===== config.mk =====
export PLATFORM = sky130hd
export DESIGN_NAME = tracking_correlator_bank
export DESIGN_NICKNAME = d
export VERILOG_FILES = /design/src/rtl/gps_trk_pkg.sv /design/src/rtl/corr_channel_accum.sv /design/src/rtl/tracking_correlator_bank.sv
export SDC_FILE = /design/constraint.sdc
export NUM_CORES = 2
export LEC_CHECK = 0
export ABC_CLOCK_PERIOD_IN_PS = 6880
export CORE_ASPECT_RATIO = 1.2
export CORE_MARGIN = 2
export CORE_UTILIZATION = 54
export DETAILED_ROUTE_END_ITERATION = 6
export GPL_ROUTABILITY_DRIVEN = 0
export PLACE_DENSITY = 0.71
export SKIP_LAST_GASP = 1
export SLEW_MARGIN = 20
export SYNTH_ARGS = -nofsm -noshare
export SYNTH_HDL_FRONTEND = slang
export SYNTH_SLANG_ARGS = --single-unit

===== constraint.sdc =====
create_clock -name CLK -period 6.88 [get_ports CLK]
set_input_delay 1.376 -clock CLK [delete_from_list [all_inputs] [get_ports CLK]]
set_output_delay 1.376 -clock CLK [all_outputs]
set_load 0.02 [all_outputs]

===== src/rtl/gps_trk_pkg.sv =====
// Shared types for the tracking correlator bank: default widths, result record, output FSM states.
package gps_trk_pkg;

   localparam int unsigned ACC_W_DEF = 16;
   // Transport width for corr_res_t; channels sign-extend their ACC_W sums into it.
   localparam int unsigned ACC_W_MAX = 32;

   typedef struct packed {
      logic signed [ACC_W_MAX-1:0] ei;
      logic signed [ACC_W_MAX-1:0] eq;
      logic signed [ACC_W_MAX-1:0] pi;
      logic signed [ACC_W_MAX-1:0] pq;
      logic signed [ACC_W_MAX-1:0] li;
      logic signed [ACC_W_MAX-1:0] lq;
   } corr_res_t;

   typedef enum logic [0:0] {
      OUT_IDLE    = 1'b0,
      OUT_PRESENT = 1'b1
   } out_state_t;

endpackage


===== src/rtl/corr_channel_accum.sv =====
// One tracking channel: six saturating +/-1 correlators (E/P/L x I/Q) and the epoch snapshot.
module corr_channel_accum
   import gps_trk_pkg::*;
#(
   parameter int unsigned ACC_W = ACC_W_DEF
) (
   input  logic      clk_i,
   input  logic      rst_i,
   input  logic      sample_valid_i,
   input  logic      enable_i,
   input  logic      data_i,
   input  logic      prn_e_i,
   input  logic      prn_p_i,
   input  logic      prn_l_i,
   input  logic      car_sin_i,
   input  logic      car_cos_i,
   input  logic      epoch_i,
   output corr_res_t snap_o
);

   localparam logic signed [ACC_W-1:0] SAT_POS = {1'b0, {(ACC_W-1){1'b1}}};
   localparam logic signed [ACC_W-1:0] SAT_NEG = {1'b1, {(ACC_W-2){1'b0}}, 1'b1};
   localparam logic signed [ACC_W-1:0] ONE     = {{(ACC_W-1){1'b0}}, 1'b1};
   localparam logic signed [ACC_W-1:0] M_ONE   = {ACC_W{1'b1}};

   logic [5:0]              neg;
   logic                    capture;
   logic signed [ACC_W-1:0] acc_q  [6];
   logic signed [ACC_W-1:0] acc_d  [6];
   logic signed [ACC_W-1:0] snap_q [6];

   // Product sign per correlator; index order EI, EQ, PI, PQ, LI, LQ.
   assign neg = {data_i ^ prn_l_i ^ car_cos_i,
                 data_i ^ prn_l_i ^ car_sin_i,
                 data_i ^ prn_p_i ^ car_cos_i,
                 data_i ^ prn_p_i ^ car_sin_i,
                 data_i ^ prn_e_i ^ car_cos_i,
                 data_i ^ prn_e_i ^ car_sin_i};

   assign capture = sample_valid_i & enable_i & epoch_i;

   // Next accumulator value: clear when disabled, restart on epoch, else saturating step.
   always_comb begin
      for (int unsigned k = 0; k < 6; k++) begin
         acc_d[k] = acc_q[k];
         if (!enable_i) begin
            acc_d[k] = '0;
         end else if (sample_valid_i) begin
            if (epoch_i) begin
               acc_d[k] = neg[k] ? M_ONE : ONE;
            end else if (neg[k]) begin
               if (acc_q[k] != SAT_NEG) acc_d[k] = acc_q[k] - ONE;
            end else begin
               if (acc_q[k] != SAT_POS) acc_d[k] = acc_q[k] + ONE;
            end
         end
      end
   end

   // Accumulator and snapshot registers; snapshot takes the sums before the epoch sample.
   always_ff @(posedge clk_i) begin
      if (rst_i) begin
         for (int unsigned k = 0; k < 6; k++) begin
            acc_q[k]  <= '0;
            snap_q[k] <= '0;
         end
      end else begin
         for (int unsigned k = 0; k < 6; k++) begin
            acc_q[k] <= acc_d[k];
            if (capture) snap_q[k] <= acc_q[k];
         end
      end
   end

   assign snap_o.ei = ACC_W_MAX'(snap_q[0]);
   assign snap_o.eq = ACC_W_MAX'(snap_q[1]);
   assign snap_o.pi = ACC_W_MAX'(snap_q[2]);
   assign snap_o.pq = ACC_W_MAX'(snap_q[3]);
   assign snap_o.li = ACC_W_MAX'(snap_q[4]);
   assign snap_o.lq = ACC_W_MAX'(snap_q[5]);

endmodule


===== src/rtl/tracking_correlator_bank.sv =====
// Bank of N_CH tracking correlators with a round-robin, ready/valid result stream and sticky overrun flags.
module tracking_correlator_bank
   import gps_trk_pkg::*;
#(
   parameter  int unsigned N_CH  = 4,
   parameter  int unsigned ACC_W = ACC_W_DEF,
   localparam int unsigned CH_W  = (N_CH > 1) ? $clog2(N_CH) : 1
) (
   input  logic                    CLK,
   input  logic                    RST,
   input  logic                    data_in,
   input  logic                    sample_valid,
   input  logic [N_CH-1:0]         ch_enable,
   input  logic [N_CH-1:0]         prn_e,
   input  logic [N_CH-1:0]         prn_p,
   input  logic [N_CH-1:0]         prn_l,
   input  logic [N_CH-1:0]         car_sin,
   input  logic [N_CH-1:0]         car_cos,
   input  logic [N_CH-1:0]         epoch,
   input  logic [N_CH-1:0]         ovr_clr,
   output logic                    out_valid,
   input  logic                    out_ready,
   output logic [CH_W-1:0]         out_ch,
   output logic signed [ACC_W-1:0] out_ei,
   output logic signed [ACC_W-1:0] out_eq,
   output logic signed [ACC_W-1:0] out_pi,
   output logic signed [ACC_W-1:0] out_pq,
   output logic signed [ACC_W-1:0] out_li,
   output logic signed [ACC_W-1:0] out_lq,
   output logic [N_CH-1:0]         overrun
);

   corr_res_t               snap [N_CH];
   out_state_t              state_q, state_d;
   logic [N_CH-1:0]         pend_q, pend_d;
   logic [N_CH-1:0]         ovr_q, ovr_d;
   logic [N_CH-1:0]         ep_evt, elig, grant;
   logic [CH_W-1:0]         rr_q, pick, cand, out_ch_q;
   logic                    found, load;
   int unsigned             rr_idx;
   logic signed [ACC_W-1:0] res_q [6];

   for (genvar g = 0; g < N_CH; g++) begin : g_ch
      corr_channel_accum #(.ACC_W(ACC_W)) u_accum (
         .clk_i          (CLK),
         .rst_i          (RST),
         .sample_valid_i (sample_valid),
         .enable_i       (ch_enable[g]),
         .data_i         (data_in),
         .prn_e_i        (prn_e[g]),
         .prn_p_i        (prn_p[g]),
         .prn_l_i        (prn_l[g]),
         .car_sin_i      (car_sin[g]),
         .car_cos_i      (car_cos[g]),
         .epoch_i        (epoch[g]),
         .snap_o         (snap[g])
      );
   end

   assign ep_evt = {N_CH{sample_valid}} & ch_enable & epoch;
   assign elig   = pend_q & ch_enable;

   // Round-robin search: first eligible channel after the last one served.
   always_comb begin
      found  = 1'b0;
      pick   = '0;
      cand   = '0;
      rr_idx = 0;
      for (int unsigned i = 1; i <= N_CH; i++) begin
         rr_idx = 32'(rr_q) + i;
         if (rr_idx >= N_CH) rr_idx = rr_idx - N_CH;
         cand = CH_W'(rr_idx);
         if (!found && elig[cand]) begin
            found = 1'b1;
            pick  = cand;
         end
      end
   end

   // Output FSM: load a result from IDLE, or straight after a handshake when more are pending.
   always_comb begin
      state_d = state_q;
      load    = 1'b0;
      case (state_q)
         OUT_IDLE: begin
            if (found) begin
               load    = 1'b1;
               state_d = OUT_PRESENT;
            end
         end
         OUT_PRESENT: begin
            if (out_ready) begin
               if (found) load = 1'b1;
               else       state_d = OUT_IDLE;
            end
         end
         default: state_d = OUT_IDLE;
      endcase
   end

   // Pending and sticky overrun bookkeeping; a new epoch beats a same-cycle grant,
   // and an overrun event beats ovr_clr.
   always_comb begin
      grant  = '0;
      pend_d = pend_q;
      ovr_d  = ovr_q;
      for (int unsigned c = 0; c < N_CH; c++) begin
         grant[c] = load && (pick == CH_W'(c));
         if (grant[c])      pend_d[c] = 1'b0;
         if (ep_evt[c])     pend_d[c] = 1'b1;
         if (!ch_enable[c]) pend_d[c] = 1'b0;
         if (ovr_clr[c])    ovr_d[c]  = 1'b0;
         if (ep_evt[c] && pend_q[c] && !grant[c]) ovr_d[c] = 1'b1;
      end
   end

   // State, pointer and output result registers.
   always_ff @(posedge CLK) begin
      if (RST) begin
         state_q  <= OUT_IDLE;
         pend_q   <= '0;
         ovr_q    <= '0;
         rr_q     <= CH_W'(N_CH - 1);
         out_ch_q <= '0;
         for (int unsigned k = 0; k < 6; k++) res_q[k] <= '0;
      end else begin
         state_q <= state_d;
         pend_q  <= pend_d;
         ovr_q   <= ovr_d;
         if (load) begin
            rr_q     <= pick;
            out_ch_q <= pick;
            res_q[0] <= snap[pick].ei[ACC_W-1:0];
            res_q[1] <= snap[pick].eq[ACC_W-1:0];
            res_q[2] <= snap[pick].pi[ACC_W-1:0];
            res_q[3] <= snap[pick].pq[ACC_W-1:0];
            res_q[4] <= snap[pick].li[ACC_W-1:0];
            res_q[5] <= snap[pick].lq[ACC_W-1:0];
         end
      end
   end

   assign out_valid = (state_q == OUT_PRESENT);
   assign out_ch    = out_ch_q;
   assign out_ei    = res_q[0];
   assign out_eq    = res_q[1];
   assign out_pi    = res_q[2];
   assign out_pq    = res_q[3];
   assign out_li    = res_q[4];
   assign out_lq    = res_q[5];
   assign overrun   = ovr_q;

endmodule


==> summary.txt <==
Setup path
  • Worst EP arrival: between 6 and 7 ns
  • CP startpoint: data_in
  • Required time of the critical path: about 7.5 ns
  • Critical Path Slowest Stage Cell: xnor2_1
  • Startpoint types: input pin
  • Worst Setup End Kind: flop
  • CP max FO: 17
  • R2R setup slack: around 3.6 ns
  • Worst-path cell chain: buf_2 > buf_4 > xor2_1 > xnor2_1 > inv_1 > ha_1 > a211oi_1 > o21a_1 > nor3_2 > nor4_2 > nor4b_2 > o41ai_2 > nand2_1 > a31o_2 > a21oi_1
  • R2R Path Start: g_ch[2].u_accum.acc_q[0][17]
  • Critical Setup Path Class: input pin to flop
  • Crit path largest cell delay: a little over 0.8 ns

Placed design
  • Inst Count DP: a little under 7000
  • Port bufs: between 100 and 150
  • Pre-CTS WS: between 0.5 and 0.6 ns
  • DP HPWL: between 100 and 150 mm

Synth
  • Syn avg cell area: around 9.5 sq um
  • Yosys warns: 0
  • Main flop type after synthesis: edfxtp_1
  • Post-Syn Area: roughly 54000 sq um
  • Post-synth cell types: 89
  • Seq/Total Area, Yosys: 0.414
  • Async S/R FF share, synth: 0
  • FF+latch count, synth: slightly below 900
  • Post-Syn Instances: 5697
  • Post-synth EDFFs: 480
  • Mapped Nets: just over 6000

Finish
  • Layout cells sized above 1: 0.0730
  • Synthesis-to-layout area growth: 10.8%
  • Final Non-Filler Cells: around 7100
  • Storage cell area: roughly 22000 sq um
  • Multi-input logic area: 30100 sq um
  • Layout fillers: around 8300
  • Fin nets: 6163
  • Fin util: 0.601

CTS
  • Longest Clk Path Bufs: 3
  • CTS HTree Levels: 3
  • Num Clock Sinks: between 800 and 900
  • Clk_lat worst skew: approximately 0.67 ns
  • Post-CTS Resized: 0
  • Clock root buffer master: clkbuf_16
  • TritonCTS clock tree: yes
  • Num CTS Buffers: 92
  • Post-CTS Setup Repair Bufs: 0
  • Worst-path clk slew: about 0.070 ns
  • Hold-fix buffers at CTS: 0

Outcome
  • Status: finished clean

STA
  • Ratio of final minimum period to clock period: 0.809
  • Peak Freq: 0.180 GHz
  • Max_slew headroom: 0.236
  • Worst setup margin: between 1 and 1.5 ns
  • Worst slew pin tran: 1.15 ns
  • Clk_skew: about 0.034 ns
  • Final setup fails: 0
  • RSZ-0062 raised after global routing: false
  • Hold Vio Cnt, Final: 0
  • Max Slew Vio Count: 0
  • Setup TNS: 0 ns
  • Final Critical Period: roughly 5.6 ns

Worst hold path
  • Hold Path Class: flop to flop
  • Worst Hold Launch: overrun[0]

Die
  • # IOs: 140
  • Initial Util: 0.543
  • Site Rows: 127
  • Die Y-Extent: between 300 and 400 um
  • Die area: 103000 sq um
  • Core Area: about 100000 sq um
  • Die Wd: a little under 300 um

Drt
  • Routed wire length: roughly 150 mm
  • DR vias/cell: 6.42
  • DRC viols: 0
  • WL/cell: around 22 um
  • Post-DRT Antenna Nets: 0
  • Routed via count: approximately 46000
  • Initial DRC Count: between 4000 and 5000
  • TritonRoute pass-1 iters: 7

Power
  • P per Cell Area: roughly 260 nW/um^2
  • Total power: roughly 15 mW
  • Max rail drop VDD: approximately 0.21 mV
  • Leakage: 25.7 nW

Job
  • Max Cap Violations: 0

Global route
  • Grt ovf: 0
  • Total GRT Usage: 0.294
  • Global-route wire length before repair: roughly 240 mm
  • Initial antenna violation count: 1
  • Vias in the first global route: 42800
  • Largest net degree at the start of global routing: 112
[path summary, 6_finish.rpt]
path | cells past startpoint | to
setup reg to reg | 10 | g_ch[2].u_accum.acc_q[0][31]
setup / recovery | 15 | g_ch[3].u_accum.acc_q[0][95]
hold reg to reg | 2 | overrun[0]
hold / removal | 2 | overrun[0]
[area by class of cell]
type	count	share of cell area
clock inverters	59	0.0122
flip-flops and latches	877	0.373
clock buffers	114	0.0422
multi-input cells	4393	0.503
repair buffers	213	0.0333
well taps	1290	0.0269
inverters	141	0.00884
diodes	1	0.0000418
[layer usage]
| metal | up-vias | global-route usage | wire [um] |
|---|---|---|---|
| met1 | 21900 | 0.389 | 65400 |
| li1 | 21700 | - | - |
| met4 | 0 | 0.113 | 5790 |
| met5 | - | 0 | 0 |
| met3 | 299 | 0.0367 | 11000 |
| met2 | 1644 | 0.490 | 72800 |
[flip-flops by register name (all words and copies together) (netlist names)]
register / count
g_ch.u_accum.acc_q: 384
pend_q: 4
overrun: 4
res_q: 96
out_valid: 1
out_ch: 2
g_ch.u_accum.snap_q: 384
rr_q: 2
[placed cells by master (no fill, tap or decap), types with 58 or more instances in the layout]
| cell type | count |
|---|---|
| clkbuf_16 | 95 |
| inv_1 | 135 |
| nor2_1 | 688 |
| o22ai_1 | 253 |
| and3_1 | 355 |
| a211oi_1 | 72 |
| nand3_1 | 58 |
| ha_1 | 384 |
| dfxtp_1 | 397 |
| nor3_1 | 138 |
| xnor2_1 | 97 |
| xor2_1 | 106 |
| nand4_1 | 96 |
| nand2_1 | 313 |
| edfxtp_1 | 480 |
| o21a_1 | 76 |
| buf_4 | 72 |
| a21o_1 | 74 |
| nor4_1 | 106 |
| o211ai_1 | 60 |
| nor2b_1 | 67 |
| a21oi_1 | 248 |
| clkdlybuf4s50_1 | 132 |
| mux2i_1 | 231 |
| o21ai_0 | 319 |
[critical path, delay by kind of cell]
| kind | cells | cell delay, ns |
|---|---|---|
| adder cells (fa/ha/maj) | 1 | 0.46 |
| AO/OA/AOI/OAI | 5 | 1.37 |
| XOR/XNOR | 2 | 0.94 |
| AND/OR/NAND/NOR | 4 | 0.70 |
| buffers and inverters | 3 | 1.29 |
[power breakdown]
part	leakage (nW)	switching (mW)	internal [mW]
sequential	8.31	0.298	5.83
clock	1.58	2.20	3.19
combinational	15.8	2.35	1.58
[cell families after synthesis]
| group | count (synthesis) | share of synthesized area |
|---|---|---|
| AND/OR/NAND/NOR | 2065 | 0.194 |
| AO/OA/AOI/OAI | 1463 | 0.181 |
| flip-flops | 877 | 0.414 |
| buffers and inverters | 427 | 0.0310 |
| adder cells (fa/ha/maj) | 408 | 0.0977 |
| multiplexers | 237 | 0.0440 |
| XOR/XNOR | 220 | 0.0379 |
[cell usage after synthesis (14+ instances only)]
library cell	instances	area (sq um)
nand2_1	313	1170
xor2_1	106	928
o22ai_1	253	1580
mux2i_1	231	2310
nor4b_1	14	123
a211oi_1	72	541
nor3_1	138	691
nand4_1	96	601
a311oi_1	32	280
dfxtp_1	397	7950
inv_1	136	510
o311ai_0	45	394
ha_1	384	4800
o21bai_1	17	128
nand4b_1	24	210
fa_1	24	480
nor4_1	106	663
edfxtp_1	480	14400
buf_2	51	255
nand2b_1	27	169
or2_2	48	300
nor3b_1	17	128
and3_1	355	2220
o21a_1	76	571
a31oi_1	23	144
o21ai_0	319	1600
nor2b_1	71	444
nor2_1	688	2580
clkbuf_1	232	871
xnor2_1	98	858
o221a_2	35	394
or3_1	50	313
a21oi_1	248	1240
nand3_1	58	290
a21o_1	78	586
o211ai_1	60	450
a21boi_0	17	128
o31a_1	16	140
[per-stage QoR]
| step | cell area, sq um | hold WS (ns) |
|---|---|---|
| floorplan | 54100 | 0.475 |
| global placement | 56600 | 0.439 |
| detailed placement | 56600 | 0.450 |
| CTS | 59900 | 0.463 |
| global route | 59900 | 0.521 |
| finish | 59900 | 0.458 |
(Power assumes the default switching activity.)
